<file path="src/rtl/cache_fill_fsm_if.sv">
// Memory-side bus of the cache fill engine: pipelined word reads with in-order returns.
interface cache_fill_fsm_if #(
  parameter int unsigned ADDR_WIDTH = 16
);
  logic                  mem_enable;
  logic                  mem_wr;
  logic [ADDR_WIDTH-1:0] mem_addr;
  logic [15:0]           mem_data_out;
  logic                  mem_data_valid;

  modport master (
    output mem_enable,
    output mem_wr,
    output mem_addr,
    input  mem_data_out,
    input  mem_data_valid
  );

  modport slave (
    input  mem_enable,
    input  mem_wr,
    input  mem_addr,
    output mem_data_out,
    output mem_data_valid
  );
endinterface

</file>
<file path="src/rtl/cache_fill_fsm.sv">
// Cache block fill engine: streams one block of word reads and writes returns into the cache.
// Optional build macro CRITICAL_WORD_FIRST_EN starts the fill at the missed word and wraps.
module cache_fill_fsm #(
  parameter int unsigned ADDR_WIDTH  = 16,
  parameter int unsigned BLOCK_WORDS = 8
) (
  input  logic                           clk,
  input  logic                           rst,
  input  logic                           miss_detected,
  input  logic [ADDR_WIDTH-1:0]          miss_address,
  output logic                           fsm_busy,
  cache_fill_fsm_if.master               mem,
  output logic                           write_data_array,
  output logic                           write_tag_array,
  output logic [$clog2(BLOCK_WORDS)-1:0] fill_word,
  output logic [15:0]                    fill_data,
  output logic [ADDR_WIDTH-1:0]          fill_block_addr
);

  localparam int unsigned OffW = $clog2(BLOCK_WORDS);
  localparam int unsigned CntW = OffW + 1;
  localparam logic [ADDR_WIDTH-1:0] BlockMask = ~ADDR_WIDTH'(2 * BLOCK_WORDS - 1);
  localparam logic [CntW-1:0] CntFull = CntW'(BLOCK_WORDS);
  localparam logic [CntW-1:0] CntLast = CntW'(BLOCK_WORDS - 1);

  typedef enum logic {StIdle, StFill} state_e;

  state_e                state_q;
  logic [OffW-1:0]       start_q;
  logic [CntW-1:0]       issue_cnt_q;
  logic [CntW-1:0]       recv_cnt_q;
  logic                  mem_enable_q;
  logic [ADDR_WIDTH-1:0] mem_addr_q;

  logic [ADDR_WIDTH-1:0] miss_base;
  logic [OffW-1:0]       miss_start;
  logic [OffW-1:0]       issue_off;
  logic [OffW-1:0]       recv_off;

  function automatic logic [ADDR_WIDTH-1:0] word_addr(input logic [ADDR_WIDTH-1:0] base,
                                                      input logic [OffW-1:0]       off);
    return base | ADDR_WIDTH'({off, 1'b0});
  endfunction

  assign miss_base = miss_address & BlockMask;

`ifdef CRITICAL_WORD_FIRST_EN
  assign miss_start = miss_address[OffW:1];
`else
  assign miss_start = '0;
`endif

  // Offsets wrap naturally in OffW bits.
  assign issue_off = start_q + issue_cnt_q[OffW-1:0];
  assign recv_off  = start_q + recv_cnt_q[OffW-1:0];

  assign mem.mem_enable = mem_enable_q;
  assign mem.mem_addr   = mem_addr_q;
  assign mem.mem_wr     = 1'b0;

  always_ff @(posedge clk or posedge rst) begin
    if (rst) begin
      state_q          <= StIdle;
      start_q          <= '0;
      issue_cnt_q      <= '0;
      recv_cnt_q       <= '0;
      mem_enable_q     <= 1'b0;
      mem_addr_q       <= '0;
      fsm_busy         <= 1'b0;
      write_data_array <= 1'b0;
      write_tag_array  <= 1'b0;
      fill_word        <= '0;
      fill_data        <= '0;
      fill_block_addr  <= '0;
    end else begin
      write_data_array <= 1'b0;
      write_tag_array  <= 1'b0;
      unique case (state_q)
        StIdle: begin
          if (miss_detected) begin
            state_q         <= StFill;
            fsm_busy        <= 1'b1;
            fill_block_addr <= miss_base;
            start_q         <= miss_start;
            recv_cnt_q      <= '0;
            // First read goes out on the accept edge, so one request is already counted.
            issue_cnt_q     <= CntW'(1);
            mem_enable_q    <= 1'b1;
            mem_addr_q      <= word_addr(miss_base, miss_start);
          end
        end
        StFill: begin
          if (issue_cnt_q < CntFull) begin
            mem_enable_q <= 1'b1;
            mem_addr_q   <= word_addr(fill_block_addr, issue_off);
            issue_cnt_q  <= issue_cnt_q + CntW'(1);
          end else begin
            mem_enable_q <= 1'b0;
            mem_addr_q   <= '0;
          end

          if (mem_data_valid_ok()) begin
            write_data_array <= 1'b1;
            fill_data        <= mem.mem_data_out;
            fill_word        <= recv_off;
            recv_cnt_q       <= recv_cnt_q + CntW'(1);
            if (recv_cnt_q == CntLast) begin
              write_tag_array <= 1'b1;
            end
          end

          // Leave once the tag write has been presented for its single cycle.
          if (write_tag_array) begin
            state_q         <= StIdle;
            fsm_busy        <= 1'b0;
            fill_word       <= '0;
            fill_data       <= '0;
            fill_block_addr <= '0;
          end
        end
        default: state_q <= StIdle;
      endcase
    end
  end

  function automatic logic mem_data_valid_ok();
    return mem.mem_data_valid && (recv_cnt_q < CntFull);
  endfunction

endmodule

</file>
<file path="src/flat_wrapper.sv">
// flat-port wrapper written by rule: the top's interface ports become plain ports
module cache_fill_fsm_flat 
#(
  parameter int unsigned ADDR_WIDTH  = 16,
  parameter int unsigned BLOCK_WORDS = 8
)
  (clk, rst, miss_detected, miss_address, fsm_busy, write_data_array, write_tag_array, fill_word, fill_data, fill_block_addr, mem_mem_enable, mem_mem_wr, mem_mem_addr, mem_mem_data_out, mem_mem_data_valid);
  cache_fill_fsm_if #(.ADDR_WIDTH(ADDR_WIDTH)) mem_i ();
  input  logic clk;
  input  logic rst;
  input  logic miss_detected;
  input  logic [ADDR_WIDTH-1:0] miss_address;
  output logic fsm_busy;
  output logic write_data_array;
  output logic write_tag_array;
  output logic [$clog2(BLOCK_WORDS)-1:0] fill_word;
  output logic [15:0] fill_data;
  output logic [ADDR_WIDTH-1:0] fill_block_addr;
  output wire logic [$bits(mem_i.mem_enable)-1:0] mem_mem_enable;
  output wire logic [$bits(mem_i.mem_wr)-1:0] mem_mem_wr;
  output wire logic [$bits(mem_i.mem_addr)-1:0] mem_mem_addr;
  input wire logic [$bits(mem_i.mem_data_out)-1:0] mem_mem_data_out;
  input wire logic [$bits(mem_i.mem_data_valid)-1:0] mem_mem_data_valid;
  assign mem_mem_enable = mem_i.mem_enable;
  assign mem_mem_wr = mem_i.mem_wr;
  assign mem_mem_addr = mem_i.mem_addr;
  assign mem_i.mem_data_out = mem_mem_data_out;
  assign mem_i.mem_data_valid = mem_mem_data_valid;
  cache_fill_fsm #(.ADDR_WIDTH(ADDR_WIDTH), .BLOCK_WORDS(BLOCK_WORDS)) u_core (.clk(clk), .rst(rst), .miss_detected(miss_detected), .miss_address(miss_address), .fsm_busy(fsm_busy), .mem(mem_i), .write_data_array(write_data_array), .write_tag_array(write_tag_array), .fill_word(fill_word), .fill_data(fill_data), .fill_block_addr(fill_block_addr));
endmodule
</file>
<file path="config.mk">
export PLATFORM = sky130hd
export DESIGN_NAME = cache_fill_fsm_flat
export DESIGN_NICKNAME = d
export VERILOG_FILES = /design/src/rtl/cache_fill_fsm_if.sv /design/src/rtl/cache_fill_fsm.sv /design/src/flat_wrapper.sv
export SDC_FILE = /design/constraint.sdc
export NUM_CORES = 1
export LEC_CHECK = 0
export ABC_AREA = 1
export BUFFER_PORTS_ARGS = -buffer_cell sky130_fd_sc_hd__buf_4
export CAP_MARGIN = 25
export CORE_ASPECT_RATIO = 1.4
export CORE_MARGIN = 5
export CORE_UTILIZATION = 44
export DETAILED_ROUTE_END_ITERATION = 8
export HOLD_SLACK_MARGIN = 0.05
export PLACE_DENSITY = 0.87
export SYNTH_ARGS = -nofsm -noshare
export SYNTH_HDL_FRONTEND = slang
export SYNTH_SLANG_ARGS = --single-unit
</file>
<file path="constraint.sdc">
create_clock -name clk -period 1.5 [get_ports clk]
set_input_delay 0.075 -clock clk [delete_from_list [all_inputs] [get_ports clk]]
set_output_delay 0.075 -clock clk [all_outputs]
set_load 0.05 [all_outputs]
</file>
==> results.sh <==
export IMPL_fin_tns_setup_ns=0
export IMPL_fp_dieH_um=100.2
export IMPL_grt_pass1_wl_um=11100
export IMPL_layout_drive_gt1_share=0.2711
export IMPL_place_area_um2=3183
export IMPL_synth_warnings=0
export IMPL_use_met1=0.2270
export IMPL_synthTopCellsByArea="dfrtp_1 58%, nand2_1 13%, nand3_1 7.6%"
export IMPL_arrival_ns=1.64
export IMPL_grt_use_met2=0.3345
export IMPL_ys_types=22
export IMPL_rows=33
export IMPL_synth_top_cell_by_area="dfrtp_1"
export IMPL_syn_to_final_growth_pct=45.30
export IMPL_drc=0
export IMPL_synthDominantCellAreaShare=0.5773
export IMPL_core_area_um2=5739
export IMPL_status="completed"
export IMPL_grt_usage=0.1952
export IMPL_grt_ovfl_total=0
export IMPL_hpwl_um=4703
export IMPL_post_route_min_period_ns=1.427
export IMPL_netlist_instances=283
export IMPL_final_max_slew_viol_count=0
export IMPL_nets=436
export IMPL_routabilityCongestion=0.7615
export IMPL_grt_pass1_vias=2378
export IMPL_busiest_layer="met2"
export IMPL_peakVddDrop_mv=1.244
export IMPL_cts_tree="done"
export IMPL_synth_most_common_cell="nand2_1"
export IMPL_leakagePower_uw=0.001933
export IMPL_yosys_top_cells_count="91 x nand2_1, 59 x dfrtp_1, 39 x nand3_1"
export IMPL_worstSetupPathType="reg2reg"
export IMPL_place_inst=425
export IMPL_fin_area_um2=3716
export IMPL_crit_path_end_kind="flop"
export IMPL_dr_total_vias=2331
export IMPL_cts_buffer_depth=2
export IMPL_synth_edf_count=0
export IMPL_syn_cell_area_um2=2557
export IMPL_max_cap_violations=0
export IMPL_ys_ff_latch=59
export IMPL_clock_skew_ns=0.01044
export IMPL_clock_fmax_ghz=0.7009
export IMPL_io_buffers=81
export IMPL_slew_headroom=0.6330
export IMPL_antenna_found_initial=0
export IMPL_path_max_fanout=16
export IMPL_cts_buffers=9
export IMPL_n_antenna_cell=0
export IMPL_critPathRequiredTime_ns=1.71
export IMPL_met3_usage=0.05711
export IMPL_cts_sinks=59
export IMPL_h_tree_depth=3
export IMPL_initialDrtViolationCount=122
export IMPL_die_w_um=74.44
export IMPL_start_util=0.4456
export IMPL_finalCritPeriodShare=0.9511
export IMPL_ios=92
export IMPL_wl_per_cell_um=14.35
export IMPL_drt_pass1_iter_count=4
export IMPL_finalSetupViolCount=0
export IMPL_dieArea_um2=7459
export IMPL_vias_per_cell=4.939
export IMPL_root_buffer="clkbuf_8"
export IMPL_drtAntennaViolNets=0
export IMPL_cts_setup_buffers=0
export IMPL_ys_seq_area_frac=0.5773
export IMPL_fin_cells=472
export IMPL_cts_clk_slew_worst_paths_ns=0.07
export IMPL_async_flop_share=1.000
export IMPL_worst_slew_pin_slew_ns=0.5494
export IMPL_cp_start_kind="flop"
export IMPL_power_per_cell_area_nw_per_um2=2423
export IMPL_grt_start_max_net_pins=38
export IMPL_hold_violations=0
export IMPL_hold_path_class="in2async"
export IMPL_clkLatencyLatePin_ns=0.33
export IMPL_rsz0062_at_grt="no"
export IMPL_postSynthAreaPerCell_um2=9.037
export IMPL_wl_um=6775
export IMPL_yosys_most_used_dff="dfrtp_1"
export IMPL_nFillCells=432
## critical path: stages (launching register included)
cell           delay (ns)
dfrtp_2              0.47
clkinv_4             0.16
nand3_1              0.09
dlygate4sd3_1        0.54
nand2_1              0.05
## per-layer routing
layer	routed length, um	vias to the layer above	part of all wire
met4	95	0	0.014
met5	0	-	0
met3	476	9	0.070
met2	3548	73	0.52
li1	-	1125	-
met1	2655	1124	0.39
## flip-flops by register name (all words and copies together), names as in the netlist
register,count
u_core.fill_block_addr,12
u_core.fill_data,16
u_core.fill_word,3
u_core.fsm_busy,1
u_core.issue_cnt_q,4
u_core.mem.mem_addr,15
u_core.mem.mem_enable,1
u_core.recv_cnt_q,4
u_core.state_q,1
u_core.write_data_array,1
u_core.write_tag_array,1
## metrics by stage
step	hold slack, ns	power, uW	utilization	setup WS [ns]
global route	0.3774	9527	0.6475	0.0004645
finish	0.3390	9003	0.6475	0.07336
detailed placement	0.1536	7426	0.5546	0.05920
CTS	0.3561	9062	0.6468	0.02277
floorplan	0.1746	6066	-	0.1129
global placement	0.1389	7284	0.5546	0.1168
## path summary, 6_finish.rpt
kind	depth (start not counted)	slack, ns	endpoint	from
worst min register to register	1	0.49	u_core.fsm_busy	u_core.fsm_busy
min in group clk	4	0.48	u_core.fill_data[13]	mem_mem_data_out[13]
max in group asynchronous	4	0.59	u_core.state_q	rst
worst min-delay path	3	0.34	u_core.write_data_array	rst
worst max register to register	4	0.07	u_core.fill_block_addr[15]	u_core.state_q
worst max-delay path	4	0.07	u_core.fill_block_addr[15]	u_core.state_q
## cell families after synthesis
logic type / Yosys count / synth area share
buffers and inverters: 31 / 0.07583
flip-flops: 59 / 0.5773
AND/OR/NAND/NOR: 156 / 0.2676
adder cells (fa/ha/maj): 2 / 0.009783
AO/OA/AOI/OAI: 34 / 0.06801
other: 1 / 0.001466
## area by class of cell
type	instances	area (um2)	share of cell area
flip-flops and latches	59	1478	0.3976
inverters	11	50.05	0.01347
clock buffers	13	148.9	0.04007
repair buffers	119	985.9	0.2653
multi-input cells	198	905.9	0.2438
well taps	70	87.58	0.02357
clock inverters	2	60.06	0.01616
## layout by cell type, fill, tap and decap left out, types with 2 or more instances in the layout
cell | Yosys | layout
a21oi_1 | 13 | 13
buf_4 | 8 | 86
bufinv_16 | 0 | 2
clkbuf_1 | 1 | 3
clkbuf_8 | 0 | 10
conb_1 | 1 | 6
dfrtp_1 | 59 | 58
dlygate4sd3_1 | 0 | 32
ha_1 | 2 | 2
inv_1 | 9 | 8
nand2_1 | 91 | 91
nand3_1 | 39 | 39
nor2_1 | 20 | 20
nor2_4 | 2 | 2
o21ai_0 | 19 | 19
## what timing repair did
action | in CTS | in global routing
endpoints found under the hold margin | 52 | 0
hold buffers | 32 | 0
resized for setup | 0 | 2
endpoints found under the setup margin | 0 | 14
## power by group
| group | switching, uW | internal [uW] | total [uW] |
|---|---|---|---|
| Sequential | 509 | 2290 | 2800 |
| Combinational | 3280 | 1380 | 4660 |
| Clock | 573 | 974 | 1550 |
(Power assumes the default switching activity.)
